$ cat src/rtl/ddc_i2c_master.sv
`default_nettype none
// ============================================================================
// Module   : ddc_i2c_master
// Purpose  : Byte-level I2C/DDC master (START/WRITE/READ/STOP) for one
//            QSFP-HDMI port. Optional slave clock stretching is enabled by
//            defining DDC_I2C_CLOCK_STRETCH_EN.
// Revision : 1.0 - initial release
// ============================================================================
module ddc_i2c_master #(
    parameter int CLOCK_FREQUENCY = 200_000_000,
    parameter int I2C_FREQUENCY   = 100_000
) (
    input  logic       system_clock,
    input  logic       system_reset,
    input  logic       cmd_valid,
    output logic       cmd_ready,
    input  logic [1:0] cmd,
    input  logic [7:0] cmd_data,
    input  logic       cmd_ack,
    output logic       rsp_valid,
    output logic [7:0] rsp_data,
    output logic       rsp_nack,
    output logic       busy,
    input  logic       scl_input,
    input  logic       sda_input,
    output logic       scl_output,
    output logic       sda_output
);

    localparam int QUARTER = CLOCK_FREQUENCY / (4 * I2C_FREQUENCY);
    localparam int QW      = $clog2(QUARTER);

    localparam logic [QW-1:0] c_q_last    = QW'(QUARTER - 1);
    localparam logic [1:0]    c_cmd_start = 2'd0;
    localparam logic [1:0]    c_cmd_write = 2'd1;
    localparam logic [1:0]    c_cmd_read  = 2'd2;

`ifdef DDC_I2C_CLOCK_STRETCH_EN
    localparam logic c_stretch_en = 1'b1;
`else
    localparam logic c_stretch_en = 1'b0;
`endif

    typedef enum logic [2:0] {
        S_IDLE  = 3'd0,
        S_START = 3'd1,
        S_BIT   = 3'd2,
        S_STOP  = 3'd3,
        S_DONE  = 3'd4
    } t_state;

    t_state        r_state, w_state_next;
    logic [QW-1:0] r_qcnt, w_qcnt_next;
    logic [1:0]    r_phase, w_phase_next;
    logic [3:0]    r_bit_cnt, w_bit_next;
    logic [8:0]    r_shift, w_shift_next;
    logic [1:0]    r_cmd, w_cmd_next;
    logic          r_scl, w_scl_next;
    logic          r_sda, w_sda_next;
    logic [7:0]    r_rsp_data;
    logic          r_rsp_nack;
    logic          r_scl_meta, r_scl_sync;
    logic          r_sda_meta, r_sda_sync;
    logic          w_active;
    logic          w_hold;
    logic          w_tick;
    logic          w_rsp_load;

    always_ff @(posedge system_clock or posedge system_reset) begin
        if (system_reset) begin
            r_scl_meta <= 1'b1;
            r_scl_sync <= 1'b1;
            r_sda_meta <= 1'b1;
            r_sda_sync <= 1'b1;
        end else begin
            r_scl_meta <= scl_input;
            r_scl_sync <= r_scl_meta;
            r_sda_meta <= sda_input;
            r_sda_sync <= r_sda_meta;
        end
    end

    assign w_active = (r_state == S_START) || (r_state == S_BIT) || (r_state == S_STOP);
    // A slave holding SCL low while we release it freezes the quarter timer.
    assign w_hold   = c_stretch_en && w_active &&
                      ((r_phase == 2'd1) || (r_phase == 2'd2)) && !r_scl_sync;
    assign w_rsp_load = (r_state != S_DONE) && (w_state_next == S_DONE);

    always_comb begin
        w_state_next = r_state;
        w_qcnt_next  = r_qcnt;
        w_phase_next = r_phase;
        w_bit_next   = r_bit_cnt;
        w_shift_next = r_shift;
        w_cmd_next   = r_cmd;
        w_scl_next   = r_scl;
        w_sda_next   = r_sda;
        w_tick       = 1'b0;

        case (r_state)
            S_IDLE: begin
                if (cmd_valid) begin
                    w_tick       = 1'b1;
                    w_qcnt_next  = '0;
                    w_phase_next = 2'd0;
                    w_bit_next   = 4'd0;
                    w_cmd_next   = cmd;
                    case (cmd)
                        c_cmd_start: w_state_next = S_START;
                        c_cmd_write: begin
                            w_state_next = S_BIT;
                            w_shift_next = {cmd_data, 1'b1};
                        end
                        c_cmd_read: begin
                            w_state_next = S_BIT;
                            w_shift_next = {8'hFF, cmd_ack};
                        end
                        default: w_state_next = S_STOP;
                    endcase
                end
            end
            S_START, S_BIT, S_STOP: begin
                if (!w_hold) begin
                    if (r_qcnt == c_q_last) begin
                        w_tick       = 1'b1;
                        w_qcnt_next  = '0;
                        w_phase_next = r_phase + 2'd1;
                        if ((r_state == S_BIT) && (r_phase == 2'd2))
                            w_shift_next = {r_shift[7:0], r_sda_sync};
                        if (r_phase == 2'd3) begin
                            if ((r_state == S_BIT) && (r_bit_cnt != 4'd8))
                                w_bit_next = r_bit_cnt + 4'd1;
                            else
                                w_state_next = S_DONE;
                        end
                    end else begin
                        w_qcnt_next = r_qcnt + QW'(1);
                    end
                end
            end
            S_DONE:  w_state_next = S_IDLE;
            default: w_state_next = S_IDLE;
        endcase

        // Lines only move when a new quarter begins; DONE/IDLE keep the bus as left.
        if (w_tick) begin
            case (w_state_next)
                S_START: begin
                    w_sda_next = ~w_phase_next[1];
                    w_scl_next = w_phase_next[0] ^ w_phase_next[1];
                end
                S_BIT: begin
                    w_scl_next = w_phase_next[0] ^ w_phase_next[1];
                    if (w_phase_next == 2'd0)
                        w_sda_next = w_shift_next[8];
                end
                S_STOP: begin
                    w_scl_next = (w_phase_next != 2'd0);
                    w_sda_next = (w_phase_next == 2'd3);
                end
                default: ;
            endcase
        end
    end

    always_ff @(posedge system_clock or posedge system_reset) begin
        if (system_reset) begin
            r_state    <= S_IDLE;
            r_qcnt     <= '0;
            r_phase    <= 2'd0;
            r_bit_cnt  <= 4'd0;
            r_shift    <= '1;
            r_cmd      <= c_cmd_start;
            r_scl      <= 1'b1;
            r_sda      <= 1'b1;
            r_rsp_data <= 8'h00;
            r_rsp_nack <= 1'b0;
        end else begin
            r_state   <= w_state_next;
            r_qcnt    <= w_qcnt_next;
            r_phase   <= w_phase_next;
            r_bit_cnt <= w_bit_next;
            r_shift   <= w_shift_next;
            r_cmd     <= w_cmd_next;
            r_scl     <= w_scl_next;
            r_sda     <= w_sda_next;
            if (w_rsp_load) begin
                r_rsp_nack <= (r_cmd == c_cmd_write) & r_shift[0];
                if (r_cmd == c_cmd_read)
                    r_rsp_data <= r_shift[8:1];
            end
        end
    end

    assign cmd_ready  = (r_state == S_IDLE);
    assign busy       = (r_state != S_IDLE);
    assign rsp_valid  = (r_state == S_DONE);
    assign rsp_data   = r_rsp_data;
    assign rsp_nack   = r_rsp_nack;
    assign scl_output = r_scl;
    assign sda_output = r_sda;

endmodule
`default_nettype wire

$ cat config.mk
export PLATFORM = sky130hd
export DESIGN_NAME = ddc_i2c_master
export DESIGN_NICKNAME = d
export VERILOG_FILES = /design/src/rtl/ddc_i2c_master.sv
export SDC_FILE = /design/constraint.sdc
export NUM_CORES = 1
export LEC_CHECK = 0
export CAP_MARGIN = 20
export CORE_UTILIZATION = 49
export DETAILED_ROUTE_END_ITERATION = 7
export PLACE_DENSITY_LB_ADDON = 0.3
export SLEW_MARGIN = 10
export SYNTH_ARGS = -nofsm -noshare
export SYNTH_HDL_FRONTEND = slang
export SYNTH_SLANG_ARGS = --single-unit
$ cat constraint.sdc
create_clock -name system_clock -period 2.2 [get_ports system_clock]
set_input_delay 0.44 -clock system_clock [delete_from_list [all_inputs] [get_ports system_clock]]
set_output_delay 0.44 -clock system_clock [all_outputs]
set_load 0.03 [all_outputs]
### Word-level counts from Yosys, hierarchy flattened

Index checks and enable logic that the tools add are counted.

| word-level totals | value |
|---|---|
| register bits | 42 |
| logic and storage cells | 93 |

| cells by class | value |
|---|---|
| $add $sub $neg | 3 |
| eq/ne operators | 25 |
| mux-type cells | 28 |
| bitwise gates (word level) | 3 |
| reduce and logical (&&, ||, !) cells | 21 |

Operator list:

| operator | number |
|---|---|
| $pmux W9 S2 | 3 |
| $mux W9 | 5 |
| $mux W4 | 4 |
| $eq A3 B2 Y1 const B | 4 |
| $mux W3 | 4 |
| $ne A2 B2 Y1 const B | 6 |
| $eq A2 B2 Y1 const B | 5 |
| $reduce_and A5 Y1 | 2 |
| $add A9 B1 Y9 const B | 1 |
| $eq A9 B9 Y1 const B | 1 |
| $pmux W2 S2 | 2 |
| $pmux W4 S2 | 1 |
| $reduce_and A2 Y1 | 4 |
| $eq A3 B1 Y1 const B | 2 |
| $eq A3 B3 Y1 const B | 2 |
| $pmux W3 S2 | 1 |
| $reduce_bool A2 Y1 | 3 |
| $reduce_bool A3 Y1 | 2 |
| $add A4 B1 Y4 const B | 1 |
| $eq A2 B1 Y1 const B | 2 |
| $logic_not A2 Y1 | 2 |
| $mux W2 | 2 |
| $ne A4 B4 Y1 const B | 1 |
| $pmux W1 S2 | 2 |
| 13 further kinds | 18 |

### Depth between registers and ports, before layout

Gate-level depths: netlist of run 1.

| depth | value |
|---|---|
| depth after elaboration | 10 |
| gate-level depth with buffers | 10 |
| gate-level depth less buffers | 10 |

### Worst setup path before layout of run 1

OpenSTA, ideal clock, no wires.

| timing | value |
|---|---|
| path kind | flip-flop to flip-flop |
| start point | register r_state[0] |
| end point | register r_scl, in the netlist scl_output |
| setup time | 0.085 ns |
| data arrival time | 2.046 ns |
| path slack | 0.069 ns |
| stages on the path, launching flop included | 11 |
| path buffers | 2 |
| clock period less this slack | 2.131 ns |
| path through | dfrtp_1 buf_4 or4b_4 buf_6 o311ai_0 nand2b_1 inv_1 ha_1 inv_1 mux2i_1 mux2_1 |

| between the ends | value |
|---|---|
| elaborated cells on any way between the ends | 22 |
| classes of those cells | 6 x eq/ne; 8 x mux; 1 x bitwise; 7 x reduce/logical |

RTL lines:

| element | RTL line | source |
|---|---|---|
| start: declaration | 52 | `t_state r_state, w_state_next;` |
| start signal: assignment | 179 | `r_state <= w_state_next;` |
| $eq A3 B1 Y1 / $eq A3 B2 Y1 (equally long branches) | 100 | `case (r_state)` |
| $reduce_or A3 Y1 | 100 |  |
| $pmux W2 S2 * | 100 |  |
| net w_phase_next[1] | 54 | `logic [1:0] r_phase, w_phase_next;` |
| $reduce_bool A2 Y1 / $xor A1 B1 Y1 (equally long branches) | 158, 150, 153 |  |
| $pmux W1 S2 * | 147 | `case (w_state_next)` |
| end signal: assignment | 185 | `r_scl <= w_scl_next;` |
| end: declaration | 58 | `logic r_scl, w_scl_next;` |

Mark *: on every way through the listed nets, which the timed path passes. The rest lies on a longest branch.
A chain may end at the register's enable or synchronous reset.

### Final worst setup path of run 1

| timing | value |
|---|---|
| start point | register r_state[2] |
| end point | register r_scl, in the netlist scl_output |

| between the ends | value |
|---|---|
| cells in the longest elaborated chain, start to end | 10 |
| elaborated cells on any way between the ends | 22 |
| classes of those cells | 6 x eq/ne; 8 x mux; 1 x bitwise; 7 x reduce/logical |

RTL lines:

| element | RTL line | source |
|---|---|---|
| $eq A3 B2 Y1 | 100, 131 |  |
| $logic_and A1 B1 Y1 | 131 | `if ((r_state == S_BIT) && (r_bit_cnt != 4'd8))` |
| $mux W3 | 131 |  |
| $mux W3 | 130 | `if (r_phase == 2'd3) begin` |
| $mux W3 | 124 | `if (r_qcnt == c_q_last) begin` |
| $pmux W3 S2 | 100 |  |
| $eq A3 B2 Y1 / $eq A3 B1 Y1 (equally long branches) | 147 |  |
| $reduce_or A2 Y1 (no source line) | - |  |
| $reduce_bool A2 Y1 (no source line) | - |  |
| $reduce_and A2 Y1 (no source line) | - |  |

Several ways; a longest one is shown, not always the timed one.

==> results.py, run 1 <==
metrics = {
    "run_status": {
        "outcome": "completed",
    },
    "layout": {
        "fillerInstances": 352,
        "syn2layout_area_growth_pct": 28.2,
        "multiInputGateArea_mm2": 0.00113,
        "stdcell_count": 329,
        "fin_area_mm2": 0.00294,
        "drive_above_1_share_pct": 26.4,
        "final_common_cell": "buf_4",
        "diodes": 0,
        "utilization_pct": 66.6,
        "fin_nets": 302,
        "final_cell_mix": "buf_4, dfrtp_1, clkdlybuf4s50_1, nor2_1, o21ai_0",
        "ff_latch_area_mm2": 0.00107,
    },
    "critical_path": {
        "crit_type": "reg2reg",
        "slowest_stage": "or4b_4",
        "cp.depth": 6,
        "worstSetupEndpointType": "flip-flop",
        "reg2reg_slack_ps": 70,
        "r2r-end": "scl_output",
        "worstPathMaxFanout": 8,
        "critPathMaxStageDelay_ps": 580,
        "path_delay_family": "simple AND/OR/NAND/NOR gates",
        "path_buf_inv": 1,
        "ff2ff_path_depth": 6,
        "worstPathRequired_ps": 2420,
        "crit_chain": "or4b_4, buf_4, o32ai_4, nor2_1, a211oi_2, mux2_1",
        "timing.rr.start": "r_state[2]",
        "cp-start-kind": "flip-flop",
        "crit_arrival_ps": 2350,
    },
    "power_and_ir_drop": {
        "peakVddDrop_v": 0.000370,
        "power_mw": 1.49,
        "powerDensity_mw_per_mm2": 508,
        "power.leakage_nw": 1.31,
    },
    "floorplan": {
        "core_area_mm2": 0.00441,
        "io_pins": 30,
        "placementRows": 24,
        "die-area_mm2": 0.00496,
        "fp.dieW_um": 70.4,
        "die_h_um": 70.4,
        "initial_core_util_pct": 51.9,
    },
    "hold_path": {
        "worstHoldEndpoint": "r_sda_sync",
        "worstHoldPathType": "reg2reg",
        "min_path_cells": 0,
        "min_from": "r_sda_meta",
    },
    "synthesis": {
        "synth_largest_area_cell": "dfrtp_1",
        "synth_seq_cells": 42,
        "netlist_instances": 220,
        "synth_area_mm2": 0.00229,
        "synthTopCellsByArea": "dfrtp_1, dfstp_2, ha_1",
        "synth_edf_count": 0,
        "synth_warnings": 0,
        "ys_types": 58,
        "synthFlopType": "dfrtp_1",
        "synth.top_cell.area_share_pct": 31.7,
        "yosysSeqAreaShare_pct": 46.6,
        "syn_area_per_cell_um2": 10.4,
        "async_reset_ff_share_pct": 100,
        "synth_nets": 246,
    },
    "clock_tree": {
        "clkTransAtPathRegs_ps": 80,
        "cts_made_buffers": 5,
        "cts.path.max_buffers": 2,
        "clkSinkCount": 42,
        "clock_latency_ps": 290,
        "cts-root-buf": "clkbuf_8",
        "tritoncts": "built",
        "holdBufCountCts": 0,
        "htree_levels": 2,
    },
    "placement": {
        "dp.cells": 319,
        "dpl_cell_area_mm2": 0.00279,
        "place.gp.congestion": 0.878,
        "io_buffers": 28,
        "hpwl_um": 3730,
    },
    "flow_run": {
        "cap_violations": 0,
    },
    "grt": {
        "grt_pass1_wl_um": 8380,
        "grt_pass1_vias": 1776,
        "antenna_found_initial": 0,
        "grt_overflow": 0,
        "grt_max_degree": 43,
        "grt_use_total_pct": 21.7,
    },
    "sta": {
        "maxSlewHeadroom_pct": 53.2,
        "tightest_slew_ps": 702,
        "fmax_mhz": 470,
        "fin_skew_ps": 5.99,
        "hold_violations": 0,
        "slew_viol_final": 0,
        "setup_violations": 0,
        "fin_crit_sh_pct": 96.8,
        "rsz0062_at_grt": "yes",
        "min_period_ps": 2130,
        "tns_ps": 0,
    },
    "drt": {
        "num_vias": 1856,
        "vias_per_cell": 5.64,
        "first_iter_violations": 152,
        "routedWlPerCell_um": 15.6,
        "antenna_left": 0,
        "first_pass_iters": 4,
        "wl_um": 5120,
        "post-route-drc-count": 0,
    },
}
sequential cells by signal, summed over array words and instances (netlist names):
name,cells
r_shift,9
rsp_data,8
r_phase,2
r_sda_sync,1
r_sda_meta,1
r_state,3
r_qcnt,9
sda_output,1
rsp_nack,1
scl_output,1
r_cmd,2
r_bit_cnt,4
cell families after synthesis:
kind of cell               Yosys count  synth area share (%)
adders and majority gates           10                  5.46
muxes                               12                  5.73
AOI/OAI and AO/OA                   62                  19.7
xor gates and xnor gates             2                 0.764
buffers and inverters               26                  5.29
and+or+nand+nor                     66                  16.5
DFF                                 42                  46.6
final cells by class:
class,count,area share [%]
inverters,16,2.04
clock inverters,1,1.02
clock buffers,7,2.60
multi-input cells,152,38.5
flip-flops and latches,42,36.3
repair buffers,59,17.3
well taps,52,2.21
how the worst max path moves through the flow:
stage,slack (ps),end,from
2_1_floorplan,70,scl_output,r_state[0]
3_3_place_gp,-320,sda_output,cmd_valid
3_5_place_dp,-380,sda_output,cmd_valid
4_1_cts,80,scl_output,r_state[2]
5_1_grt,-70,sda_output,r_qcnt[0]
6_report,70,scl_output,r_state[2]
repair_timing:
item / CTS / global route
setup endpoints to repair: 5 / 2
buffers inserted: 1 / 1
pin swaps: 0 / 3
gates resized for setup: 5 / 5
report_power, final:
part / leakage, nW / switching (mW) / total [mW] / internal [mW]
Sequential: 0.488 / 0.0111 / 0.805 / 0.794
Combinational: 0.765 / 0.0446 / 0.0963 / 0.0517
Clock: 0.0524 / 0.253 / 0.593 / 0.340
Total: 1.31 / 0.309 / 1.49 / 1.19
routing by layer:
layer | up-vias | share of wire, % | GRT usage (%)
met5 | - | 0 | 0
met1 | 899 | 48 | 30.2
met4 | 0 | 0.96 | 6.00
li1 | 916 | - | -
met2 | 35 | 47 | 34.1
met3 | 6 | 3.5 | 4.91
synth_stat cells (2+ instances only):
master / count
nand4b_1: 4
nand2b_1: 2
or3_1: 2
buf_2: 2
o21ai_0: 18
or2_2: 2
a221o_1: 8
a31oi_1: 3
xnor2_1: 2
nand3_1: 3
o21bai_1: 2
clkbuf_2: 2
inv_1: 16
mux2i_1: 3
buf_1: 2
dfrtp_1: 29
buf_6: 2
mux2_2: 8
and3_1: 6
a21oi_1: 13
ha_1: 10
and3b_1: 2
and4b_1: 2
nor3_1: 3
nor2_1: 19
nand2_1: 11
dfstp_2: 13
metrics by stage:
stage | setup WS [ps] | hold slack, ps
after floorplan | 68.9 | 345
after global placement | -319 | 348
after detailed placement | -383 | 349
after CTS | 77.2 | 360
after global routing | -72.0 | 362
final | 70.5 | 359
worst register-to-register path, cell delays in order (launching register included):
cell	delay, ps
dfrtp_1	470
or4b_4	580
buf_4	190
o32ai_4	160
nor2_1	130
a211oi_2	200
mux2_1	330
Power figures use the tool's default switching activity.
==> run 2: changes to the inputs <==
--- a/config.mk
+++ b/config.mk
@@ -5,8 +5,9 @@
 export SDC_FILE = /design/constraint.sdc
 export NUM_CORES = 1
 export LEC_CHECK = 0
+export ABC_CLOCK_PERIOD_IN_PS = 2180
 export CAP_MARGIN = 20
-export CORE_UTILIZATION = 49
+export CORE_UTILIZATION = 50
 export DETAILED_ROUTE_END_ITERATION = 7
 export PLACE_DENSITY_LB_ADDON = 0.3
 export SLEW_MARGIN = 10
==> constraint.sdc (replaced) <==
create_clock -name system_clock -period 2.18 [get_ports system_clock]
set_input_delay 0.436 -clock system_clock [delete_from_list [all_inputs] [get_ports system_clock]]
set_output_delay 0.436 -clock system_clock [all_outputs]
set_load 0.03 [all_outputs]
==> results.py, run 2 (synthesis gave the netlist of run 1 again) <==
metrics = {
    "run_status": {
        "outcome": "finished with violations",
        "violations": "setup timing",
    },
    "layout": {
        "diodes": 0,
        "drive_above_1_share_pct": 32.8,
        "fillerInstances": 326,
        "utilization_pct": 70.3,
        "fin_area_mm2": 0.00308,
        "fin_nets": 315,
        "syn2layout_area_growth_pct": 34.4,
        "final_common_cell": "buf_4",
        "stdcell_count": 342,
        "final_cell_mix": "buf_4, dfrtp_1, clkdlybuf4s50_1, o21ai_0, nor2_1",
    },
    "sta": {
        "tns_ps": -36.5,
        "hold_violations": 0,
        "maxSlewHeadroom_pct": 58.6,
        "setup_violations": 1,
        "hold_ws_ps": 361,
        "tightest_slew_ps": 615,
        "slew_viol_final": 0,
        "min_period_ps": 2220,
        "rsz0062_at_grt": "yes",
        "fin_crit_sh_pct": 102,
        "fin_skew_ps": 3.58,
        "setup_slack_ps": -36.5,
        "fmax_mhz": 451,
    },
    "drt": {
        "routedWlPerCell_um": 16.0,
        "vias_per_cell": 5.83,
        "post-route-drc-count": 0,
        "first_iter_violations": 162,
        "wl_um": 5480,
        "first_pass_iters": 4,
        "num_vias": 1993,
        "antenna_left": 0,
    },
    "critical_path": {
        "crit_arrival_ps": 2430,
        "worstSetupEndpointType": "flip-flop",
        "worstPathRequired_ps": 2390,
        "crit_type": "reg2reg",
        "cp-start-kind": "flip-flop",
        "worstPathMaxFanout": 4,
    },
    "grt": {
        "grt_overflow": 0,
        "antenna_found_initial": 0,
        "grt_pass1_wl_um": 8760,
        "grt_pass1_vias": 1818,
        "grt_max_degree": 43,
        "grt_use_total_pct": 22.8,
    },
    "floorplan": {
        "placementRows": 24,
        "fp.dieW_um": 69.7,
        "io_pins": 30,
        "initial_core_util_pct": 52.3,
        "die_h_um": 69.7,
        "die-area_mm2": 0.00486,
        "core_area_mm2": 0.00438,
    },
    "clock_tree": {
        "clock_latency_ps": 290,
        "cts.path.max_buffers": 2,
        "cts_made_buffers": 5,
        "htree_levels": 2,
        "tritoncts": "built",
        "clkTransAtPathRegs_ps": 80,
        "cts-root-buf": "clkbuf_8",
        "clkSinkCount": 42,
    },
    "power_and_ir_drop": {
        "netSwitchingFraction_pct": 20.8,
        "pwr-share-seq_pct": 53.7,
        "clkPwrFrac_pct": 39.8,
        "peakVddDrop_v": 0.000320,
        "combPwrFrac_pct": 6.5,
        "p_int_mw": 1.20,
        "power.net_switching_mw": 0.314,
        "power.leakage_nw": 1.38,
        "power_mw": 1.51,
        "powerDensity_mw_per_mm2": 490,
    },
    "flow_run": {
        "cap_violations": 0,
    },
    "placement": {
        "dpl_cell_area_mm2": 0.00283,
        "dp.cells": 322,
        "pre_cts_slack_ps": -409,
        "place.gp.congestion": 0.895,
        "hpwl_um": 3820,
        "io_buffers": 28,
    },
    "hold_path": {
        "worstHoldPathType": "reg2reg",
    },
}
run 2: critical path, stage by stage, from the launching register on:
cell and delay (ps):
dfrtp_1 380, ha_2 190, nand4b_1 240, nor4_2 440
nand2b_4 210, buf_4 110, ha_1 140, o21bai_1 100
o311ai_1 110, a32oi_1 210
run 2: power by group through the flow:
stage	Sequential, mW	Clock (mW)	Combinational [mW]
2_1_floorplan	0.824	0	0.0449
3_3_place_gp	0.826	0	0.0972
3_5_place_dp	0.826	0	0.0995
4_1_cts	0.812	0.617	0.0997
5_1_grt	0.814	0.641	0.108
6_report	0.812	0.602	0.0977
run 2: layout make-up:
cell class / count / area [µm²] / share of cell area (%)
Clock inverter: 1 / 30.0 / 0.974
Multi-Input combinational cell: 152 / 1160 / 37.8
Inverter: 16 / 60.1 / 1.95
Timing Repair Buffer: 72 / 618 / 20.1
Clock buffer: 7 / 76.3 / 2.48
Tap cell: 52 / 65.1 / 2.11
Sequential cell: 42 / 1070 / 34.7
run 2: worst paths after layout:
path	start	end	slack, ps	cells past startpoint
setup reg to reg	r_qcnt[1]	sda_output	-40	9
hold reg to reg	r_sda_meta	r_sda_sync	360	0
setup / recovery	r_qcnt[1]	sda_output	-40	9
max in group asynchronous	system_reset	r_shift[1]	1230	3
hold / removal	r_sda_meta	r_sda_sync	360	0
min in group asynchronous	system_reset	rsp_data[7]	570	3
run 2: repair_timing:
item                                    4_1_cts  5_1_grt
pin swaps                                     0       10
hold buffers                                  0        0
buffers inserted                              1       11
gates resized for setup                       5       14
endpoints found under the setup margin        5       11
run 2: per-layer routing:
metal	track usage [%]	vias up	part of all wire [%]
met5	0	-	0
li1	-	945	-
met3	4.07	14	4.5
met2	38.4	63	50
met1	30.0	971	43
met4	6.67	0	1.6
==> run 3: changes to the inputs <==
--- a/config.mk
+++ b/config.mk
@@ -6,7 +6,6 @@
 export NUM_CORES = 1
 export LEC_CHECK = 0
 export ABC_CLOCK_PERIOD_IN_PS = 2180
-export CAP_MARGIN = 20
 export CORE_UTILIZATION = 50
 export DETAILED_ROUTE_END_ITERATION = 7
 export PLACE_DENSITY_LB_ADDON = 0.3
==> results of run 3 <==
No change in the layout: final DEF, timing and power equal those of run 2.
